### config.mk
export PLATFORM = sky130hd
export DESIGN_NAME = uart_rx_flat
export DESIGN_NICKNAME = d
export VERILOG_FILES = /design/src/rtl/uart_pkg.sv /design/src/rtl/uart_rx_if.sv /design/src/rtl/uart_sync2.sv /design/src/rtl/uart_rx.sv /design/src/flat_wrapper.sv
export SDC_FILE = /design/constraint.sdc
export NUM_CORES = 1
export LEC_CHECK = 0
export ABC_AREA = 1
export CORE_UTILIZATION = 53
export CTS_CLUSTER_SIZE = 12
export DETAILED_ROUTE_END_ITERATION = 16
export GPL_ROUTABILITY_DRIVEN = 0
export PLACE_DENSITY = 0.8
export SLEW_MARGIN = 5
export SYNTH_ARGS = -nofsm -noshare
export SYNTH_HDL_FRONTEND = slang
export SYNTH_HIERARCHICAL = 1
export SYNTH_SLANG_ARGS = --single-unit
### constraint.sdc
create_clock -name clk -period 1.3 [get_ports clk]
set_input_delay 0.39 -clock clk [delete_from_list [all_inputs] [get_ports clk]]
set_output_delay 0.39 -clock clk [all_outputs]
set_load 0.02 [all_outputs]
### src/rtl/uart_pkg.sv
// Shared UART definitions: receiver state encoding, frame width and parity helper.
// Also intended for the transmitter once it gains parity support.
package uart_pkg;

    localparam int unsigned DATA_BITS = 8;

    typedef enum logic [2:0] {
        StIdle,
        StStart,
        StData,
        StParity,
        StStop,
        StWaitHigh
    } rx_state_e;

    // Parity bit that makes the frame even (odd = 0) or odd (odd = 1).
    function automatic logic uart_parity(input logic [DATA_BITS-1:0] data, input logic odd);
        return (^data) ^ odd;
    endfunction

endpackage

### src/rtl/uart_rx_if.sv
// Serial receiver bundle: RX pin in, byte plus status strobes out.
// master is the receiver side, slave is the pin driver / byte consumer.
interface uart_rx_if;
    import uart_pkg::*;

    logic                 in_DataBit;
    logic [DATA_BITS-1:0] out_DataByte;
    logic                 out_fValid;
    logic                 out_fFrameErr;
    logic                 out_fParityErr;
    logic                 out_fBusy;

    modport master (
        input  in_DataBit,
        output out_DataByte,
        output out_fValid,
        output out_fFrameErr,
        output out_fParityErr,
        output out_fBusy
    );

    modport slave (
        output in_DataBit,
        input  out_DataByte,
        input  out_fValid,
        input  out_fFrameErr,
        input  out_fParityErr,
        input  out_fBusy
    );

endinterface

### src/rtl/uart_sync2.sv
// Two-flop synchronizer for a single asynchronous bit; resets to 1 (idle line level).
module uart_sync2 (
    input  logic clk,
    input  logic rst,
    input  logic d_i,
    output logic q_o
);

    logic [1:0] sync_q;

    always_ff @(posedge clk) begin
        if (rst) begin
            sync_q <= 2'b11;
        end else begin
            sync_q <= {sync_q[0], d_i};
        end
    end

    assign q_o = sync_q[1];

endmodule

### src/rtl/uart_rx.sv
// 8N1 UART receiver with mid-bit sampling and break suppression.
// Define UART_RX_PARITY_EN to add a parity bit between data and stop.
module uart_rx
    import uart_pkg::*;
#(
    parameter logic [13:0] KBAUD      = 14'd10416,
    parameter logic        PARITY_ODD = 1'b0
) (
    input  logic     clk,
    input  logic     rst,
    uart_rx_if.master bus
);

    localparam int unsigned CntW = $clog2(KBAUD);
    localparam int unsigned IdxW = $clog2(DATA_BITS);
    localparam logic [CntW-1:0] HalfLoad = CntW'(KBAUD / 14'd2 - 14'd1);
    localparam logic [CntW-1:0] FullLoad = CntW'(KBAUD - 14'd1);
    localparam logic [IdxW-1:0] LastIdx  = IdxW'(DATA_BITS - 1);

    logic rx;

    uart_sync2 u_sync (
        .clk (clk),
        .rst (rst),
        .d_i (bus.in_DataBit),
        .q_o (rx)
    );

    rx_state_e            state_q, state_d;
    logic [CntW-1:0]      cnt_q, cnt_d;
    logic [IdxW-1:0]      idx_q, idx_d;
    logic [DATA_BITS-1:0] shift_q, shift_d;
    logic [DATA_BITS-1:0] byte_q, byte_d;
    logic                 valid_q, valid_d;
    logic                 ferr_q, ferr_d;
    logic                 perr_q, perr_d;
`ifdef UART_RX_PARITY_EN
    logic                 par_q, par_d;
`endif

    logic expired;
    assign expired = (cnt_q == '0);

    always_comb begin
        state_d = state_q;
        cnt_d   = cnt_q;
        idx_d   = idx_q;
        shift_d = shift_q;
        byte_d  = byte_q;
        valid_d = 1'b0;
        ferr_d  = 1'b0;
        perr_d  = 1'b0;
`ifdef UART_RX_PARITY_EN
        par_d   = par_q;
`endif
        case (state_q)
            StIdle: begin
                if (!rx) begin
                    state_d = StStart;
                    cnt_d   = HalfLoad;
                end
            end
            StStart: begin
                if (!expired) begin
                    cnt_d = cnt_q - 1'b1;
                end else if (rx) begin
                    state_d = StIdle;   // start bit was a glitch
                end else begin
                    state_d = StData;
                    cnt_d   = FullLoad;
                    idx_d   = '0;
                end
            end
            StData: begin
                if (!expired) begin
                    cnt_d = cnt_q - 1'b1;
                end else begin
                    shift_d[idx_q] = rx;
                    cnt_d          = FullLoad;
                    idx_d          = idx_q + 1'b1;
                    if (idx_q == LastIdx) begin
`ifdef UART_RX_PARITY_EN
                        state_d = StParity;
`else
                        state_d = StStop;
`endif
                    end
                end
            end
`ifdef UART_RX_PARITY_EN
            StParity: begin
                if (!expired) begin
                    cnt_d = cnt_q - 1'b1;
                end else begin
                    par_d   = rx;
                    cnt_d   = FullLoad;
                    state_d = StStop;
                end
            end
`endif
            StStop: begin
                if (!expired) begin
                    cnt_d = cnt_q - 1'b1;
                end else if (rx) begin
                    byte_d  = shift_q;
                    valid_d = 1'b1;
                    state_d = StIdle;
`ifdef UART_RX_PARITY_EN
                    perr_d  = (par_q != uart_parity(shift_q, PARITY_ODD));
`endif
                end else begin
                    ferr_d  = 1'b1;
                    state_d = StWaitHigh;
                end
            end
            StWaitHigh: begin
                // Hold off until the line idles so a break is not read as 0x00 frames.
                if (rx) begin
                    state_d = StIdle;
                end
            end
            default: state_d = StIdle;
        endcase
    end

    always_ff @(posedge clk) begin
        if (rst) begin
            state_q <= StIdle;
            cnt_q   <= '0;
            idx_q   <= '0;
            shift_q <= '0;
            byte_q  <= '0;
            valid_q <= 1'b0;
            ferr_q  <= 1'b0;
            perr_q  <= 1'b0;
`ifdef UART_RX_PARITY_EN
            par_q   <= 1'b0;
`endif
        end else begin
            state_q <= state_d;
            cnt_q   <= cnt_d;
            idx_q   <= idx_d;
            shift_q <= shift_d;
            byte_q  <= byte_d;
            valid_q <= valid_d;
            ferr_q  <= ferr_d;
            perr_q  <= perr_d;
`ifdef UART_RX_PARITY_EN
            par_q   <= par_d;
`endif
        end
    end

    assign bus.out_DataByte  = byte_q;
    assign bus.out_fValid    = valid_q;
    assign bus.out_fFrameErr = ferr_q;
    assign bus.out_fBusy     = (state_q != StIdle);
`ifdef UART_RX_PARITY_EN
    assign bus.out_fParityErr = perr_q;
`else
    // perr_q stays 0 without a parity bit; parity sense has no effect here.
    assign bus.out_fParityErr = perr_q & PARITY_ODD;
`endif

endmodule
### src/flat_wrapper.sv
// flat-port wrapper written by rule: the top's interface ports become plain ports
module uart_rx_flat import uart_pkg::*;
#(
    parameter logic [13:0] KBAUD      = 14'd10416,
    parameter logic        PARITY_ODD = 1'b0
)
  (clk, rst, bus_in_DataBit, bus_out_DataByte, bus_out_fValid, bus_out_fFrameErr, bus_out_fParityErr, bus_out_fBusy);
  uart_rx_if bus_i ();
  input  logic clk;
  input  logic rst;
  input wire logic [$bits(bus_i.in_DataBit)-1:0] bus_in_DataBit;
  output wire logic [$bits(bus_i.out_DataByte)-1:0] bus_out_DataByte;
  output wire logic [$bits(bus_i.out_fValid)-1:0] bus_out_fValid;
  output wire logic [$bits(bus_i.out_fFrameErr)-1:0] bus_out_fFrameErr;
  output wire logic [$bits(bus_i.out_fParityErr)-1:0] bus_out_fParityErr;
  output wire logic [$bits(bus_i.out_fBusy)-1:0] bus_out_fBusy;
  assign bus_i.in_DataBit = bus_in_DataBit;
  assign bus_out_DataByte = bus_i.out_DataByte;
  assign bus_out_fValid = bus_i.out_fValid;
  assign bus_out_fFrameErr = bus_i.out_fFrameErr;
  assign bus_out_fParityErr = bus_i.out_fParityErr;
  assign bus_out_fBusy = bus_i.out_fBusy;
  uart_rx #(.KBAUD(KBAUD), .PARITY_ODD(PARITY_ODD)) u_core (.clk(clk), .rst(rst), .bus(bus_i));
endmodule
After elaboration in Yosys (flattened, before gate mapping)
Index checks and enable logic that the tools add are counted.
W data, S select, Z words.
Cells by class
  muxes and demuxes: 24
  div/mod/pow operators: 0
  $lt $le $gt $ge: 2
  multipliers: 0
  bitwise logic cells: 2
  $add $sub $neg: 2
  shift-type cells: 0
  equal/unequal tests: 14
  reductions and logical operators: 12
Operator list (number)
  $mux W14: 5
  $pmux W14 S4: 1
  $mux W3: 10
  $pmux W3 S5: 1
  $logic_not A14 Y1: 1
  $sub A14 B1 Y14 const B: 1
  $eq A3 B3 Y1 const B: 3
  $bwmux W8: 1
  $ne A2 B1 Y1 const B: 4
  $ne A2 B2 Y1 const B: 4
  $reduce_and A4 Y1: 2
  $pmux W3 S2: 1
  $reduce_and A6 Y1: 1
  $lt A3 B4 Y1 const B: 1
  $reduce_bool A4 Y1: 1
  $add A3 B1 Y3 const B: 1
  $demux W1 S3: 1
  $eq A3 B1 Y1 const B: 1
  $eq A3 B2 Y1 const B: 1
  $ge A3 B1 Y1 const B: 1
  $logic_not A3 Y1: 1
  $mux W1: 3
  $ne A3 B3 Y1 const B: 1
  $reduce_and A3 Y1: 1
  7 further kinds: 8
Word-level totals
  output and inout port bits: 12
  input port bits: 3
  bits in latches: 0
  flip-flop bits (word level): 40
  memory bits (read-only): 0
  word-level logic and storage cells: 64
  memories kept: 0
  RAM bits: 0

Longest topological paths before layout
  depth after elaboration: 5
  depth in mapped cells: 10
  gate-level depth less buffers: 10

Cells and area by module
Netlist, hierarchy kept.
By module, submodules not included
  uart_rx: cells an instance 316, area each 2220.9 µm², instances 1, sequential area each 760.7 µm²
  uart_sync2: cells an instance 7, area each 58.8 µm², instances 1, sequential area each 40.0 µm²

Worst setup path before layout
OpenSTA, ideal clock, no wires.
  kind: register -> register
  start point: register u_core.cnt_q[0]
  end point: register u_core.state_q[1]
  setup time: 0.128 ns
  slack: -0.149 ns
  clock period less this slack: 1.449 ns
  cell stages (with the launch flop): 9
  arrival time: 1.321 ns
  path buffers: 0
  required time: 1.172 ns
  cell sequence: dfxtp_1 > inv_1 > ha_1 > nor3b_2 > nand3_1 > nand2_4 > nand2_4 > a21oi_1 > nor2_1
Between the ends
  longest elaborated chain between the ends: 3
  elaborated cells on any way between the ends: 5
  classes of those cells: eq/ne (3); reduce/logical (2)
Ends and longest elaborated chain
  start, declared: line uart_rx.sv:30  | logic [CntW-1:0] cnt_q, cnt_d;
  start signal, assigned: line uart_rx.sv:141  | cnt_q <= cnt_d;
  $logic_not A14 Y1 (*): line uart_rx.sv:42  | assign expired = (cnt_q == '0);
  $ne A2 B1 Y1 (no source line)
  $reduce_and A6 Y1 (no source line) (*)
  end signal, assigned: line uart_rx.sv:128  | state_q <= StIdle;
  end signal, assigned: line uart_rx.sv:140  | state_q <= state_d;
  end, declared: line uart_rx.sv:29  | rx_state_e state_q, state_d;
Mark *: on every way between the ends. The rest lies on a longest branch, timed or not.
A chain may end at the register's enable or synchronous reset.

Final worst setup path
  start point: register u_core.cnt_q[4]
  end point: register u_core.idx_q[1]
Between the ends
  longest elaborated chain between the ends: 3
  elaborated cells on any way between the ends: 4
  classes of those cells: eq/ne (2); reduce/logical (2)
Ends and longest elaborated chain
  $logic_not A14 Y1 (*): line uart_rx.sv:42
  $ne A2 B1 Y1 (no source line)
  $reduce_and A4 Y1 (no source line) (*)
  end signal, assigned: line uart_rx.sv:142  | idx_q <= idx_d;
  end, declared: line uart_rx.sv:31  | logic [IdxW-1:0] idx_q, idx_d;
Marked as above.

==> impl_metrics.py <==
metrics = {
    "setup_path": {
        "cp_max_fo": 4,
        "critPathArrivalTime_ps": 1890,
        "worstSetupEndpointType": "register",
        "cp.required_ps": 1490,
        "worst_setup_path_start_kind": "register",
        "critical_path_class": "register to register",
    },
    "sta": {
        "hold_viol": 0,
        "period_share": 1.31,
        "timing.final.ws_setup_ps": -407,
        "rsz0062_at_grt": "true",
        "skew_ps": 5.14,
        "finalSetupViolCount": 39,
        "fmax_ghz": 0.586,
        "period_needed_ps": 1710,
        "drv_slew": 0,
        "whs_ps": 414,
    },
    "clock_tree": {
        "clock_sinks": 40,
        "cts_made_buffers": 5,
        "cts-root-buf": "clkbuf_8",
        "cts_max_level": 2,
        "cts_buffer_depth": 2,
        "cts_tree": "done",
        "hold_buffers": 0,
        "path_clk_slew_ps": 80,
        "insertion_delay_ps": 300,
    },
    "route": {
        "ant_nets": 0,
        "drc": 0,
        "num_vias": 2739,
        "viasPerCell": 6.05,
        "postRouteWirelength_mm": 8.07,
        "wl_per_cell_um": 17.8,
        "drt_iter0_drc": 369,
        "dr.pass1.iters": 7,
    },
    "grt": {
        "grt_overflow": 0,
        "grt_antenna_before_repair": 0,
        "grt_pass1_vias": 2291,
        "grt_max_degree": 28,
        "grt_pass1_wl_mm": 10.3,
        "grtUsageTotal": 0.307,
    },
    "synthesis": {
        "synth_fp_nets": 330,
        "syn_area_um2": 2280,
        "ys_warn_count": 6,
        "yosysTopAreaCell": "dfxtp_1",
        "syn_area_per_cell_um2": 7.06,
        "yosysUniqueCellTypes": 34,
        "yosysSeqAreaShare": 0.351,
        "synthesis.instances": 323,
        "synth_top_area_share": 0.351,
        "ys_top_cells_by_area": "dfxtp_1 35%, nand2_1 10%, nor2_1 7.7%",
        "synth_seq_cells": 40,
    },
    "floorplan": {
        "die_w_um": 67.6,
        "rows": 23,
        "die_y_um": 67.6,
        "start_util": 0.562,
        "dieArea_um2": 4570,
        "core_region_area_um2": 4060,
        "ios": 15,
    },
    "job": {
        "max_cap_violations": 0,
    },
    "layout": {
        "layout-drive-gt1-share": 0.432,
        "antenna_cells": 0,
        "areaGrowthSynthToFinish_pct": 46.3,
        "nNetsFinal": 410,
    },
    "pwr": {
        "power.density_nw_per_um2": 1660,
        "cellLeakagePower_nw": 1.44,
        "ir_drop_mv": 1.04,
    },
    "place": {
        "dp_hpwl_mm": 3.98,
        "numPortBuffers": 13,
        "pre_cts_ws_ps": -232,
    },
    "min_path": {
        "hold_class": "register to register",
    },
    "run_status": {
        "status": "complete, but fails checks",
        "violations": "negative setup slack",
    },
}
## power by group
group	leakage, nW	total, mW	switching [mW]	internal [mW]
Combinational	1.07	3.28	1.92	1.35
Sequential	0.327	1.45	0.113	1.34
Clock	0.0400	0.815	0.451	0.364
Total	1.44	5.54	2.49	3.06
## stage by stage
step           TNS (ps)  instances  utilization  total power, mW  area, µm²
3_5_place_dp      -5700        431        0.721             3.85       2930
2_1_floorplan      -615        323            -             3.01       2350
3_3_place_gp      -4720        431        0.721             3.80       2930
5_1_grt          -11380        453        0.822             5.82       3330
6_report         -10710        453        0.822             5.54       3330
4_1_cts           -5010        444        0.777             4.84       3150
## repair_timing
action | CTS | global route
pin swaps | 12 | 16
setup endpoints to repair | 47 | 45
endpoints found under the hold margin | 0 | 0
gates cloned | 0 | 2
setup buffers | 6 | 7
resized for setup | 60 | 46
## layout make-up
cell class              instances  area [µm²]
multi-input cells             233        1530
flip-flops and latches         40         811
fillers                       219         723
repair buffers                 79         663
inverters                      43         179
clock buffers                   5        68.8
well taps                      50        62.6
clock inverters                 2        12.5
repair inverters                1        8.76
## critical path, stage by stage (launching register included)
cell and delay, ps:
dfxtp_1 340, nor2_2 200, nand2_2 130, nor2_4 190
buf_4 140, nand2_2 80, nand2_2 100, buf_4 130
nand2_1 60, nand2_1 110, a21oi_1 90
## synthesized netlist by cell type, drive strengths merged
cell type / count
a21oi: 30
nor2: 60
o21ai: 13
or2: 1
buf: 4
ha: 4
nor3: 3
conb: 1
dfxtp: 40
inv: 43
nand2: 69
nand4: 11
o21a: 8
nand3b: 1
nand3: 25
xor2: 4
a31oi: 1
clkbuf: 4
nor3b: 1
## placed cells by master, fill, tap and decap left out, drive strengths merged
master / instances
a21oi: 30
a31oi: 1
buf: 73
clkbuf: 5
clkdlybuf4s15: 4
clkdlybuf4s50: 2
clkinv: 2
clkinvlp: 1
conb: 1
dfxtp: 40
ha: 4
inv: 43
nand2: 70
nand3: 25
nand3b: 1
nand4: 11
nor2: 60
nor3: 3
nor3b: 1
o21a: 8
o21ai: 13
or2: 1
xor2: 4
## sequential cells by signal, indices dropped and copies added (netlist names)
register                  count
u_core/shift_q                8
u_core/cnt_q                 14
u_core/u_sync/sync_q          2
u_core/bus.out_DataByte       8
u_core/bus.out_fValid         1
u_core/state_q                3
u_core/bus.out_fFrameErr      1
u_core/idx_q                  3
## path summary, 6_finish.rpt
check / startpoint / to / slack [ps] / depth (start not counted)
hold / removal: u_core/u_sync/sync_q[0] / u_core/u_sync/sync_q[1] / 410 / 2
setup reg to reg: u_core/cnt_q[4] / u_core/idx_q[1] / -410 / 10
hold reg to reg: u_core/u_sync/sync_q[0] / u_core/u_sync/sync_q[1] / 410 / 2
setup / recovery: u_core/cnt_q[4] / u_core/idx_q[1] / -410 / 10
## layer usage
metal / global-route usage / up-vias / share of wire
met4: 0.125 / 0 / 0.052
met3: 0.0625 / 57 / 0.081
met5: 0 / - / 0
met1: 0.363 / 1284 / 0.39
li1: - / 1206 / -
met2: 0.533 / 192 / 0.48
## cell families after synthesis
| family | Yosys count | share of synthesized area |
|---|---|---|
| AND/OR/NAND/NOR | 171 | 0.384 |
| AO/OA/AOI/OAI | 52 | 0.132 |
| buffers and inverters | 51 | 0.0944 |
| flip-flops | 40 | 0.351 |
| XOR/XNOR | 4 | 0.0154 |
| adder cells (fa/ha/maj) | 4 | 0.0220 |
| other | 1 | 0.00164 |
Power figures use the tool's default switching activity.
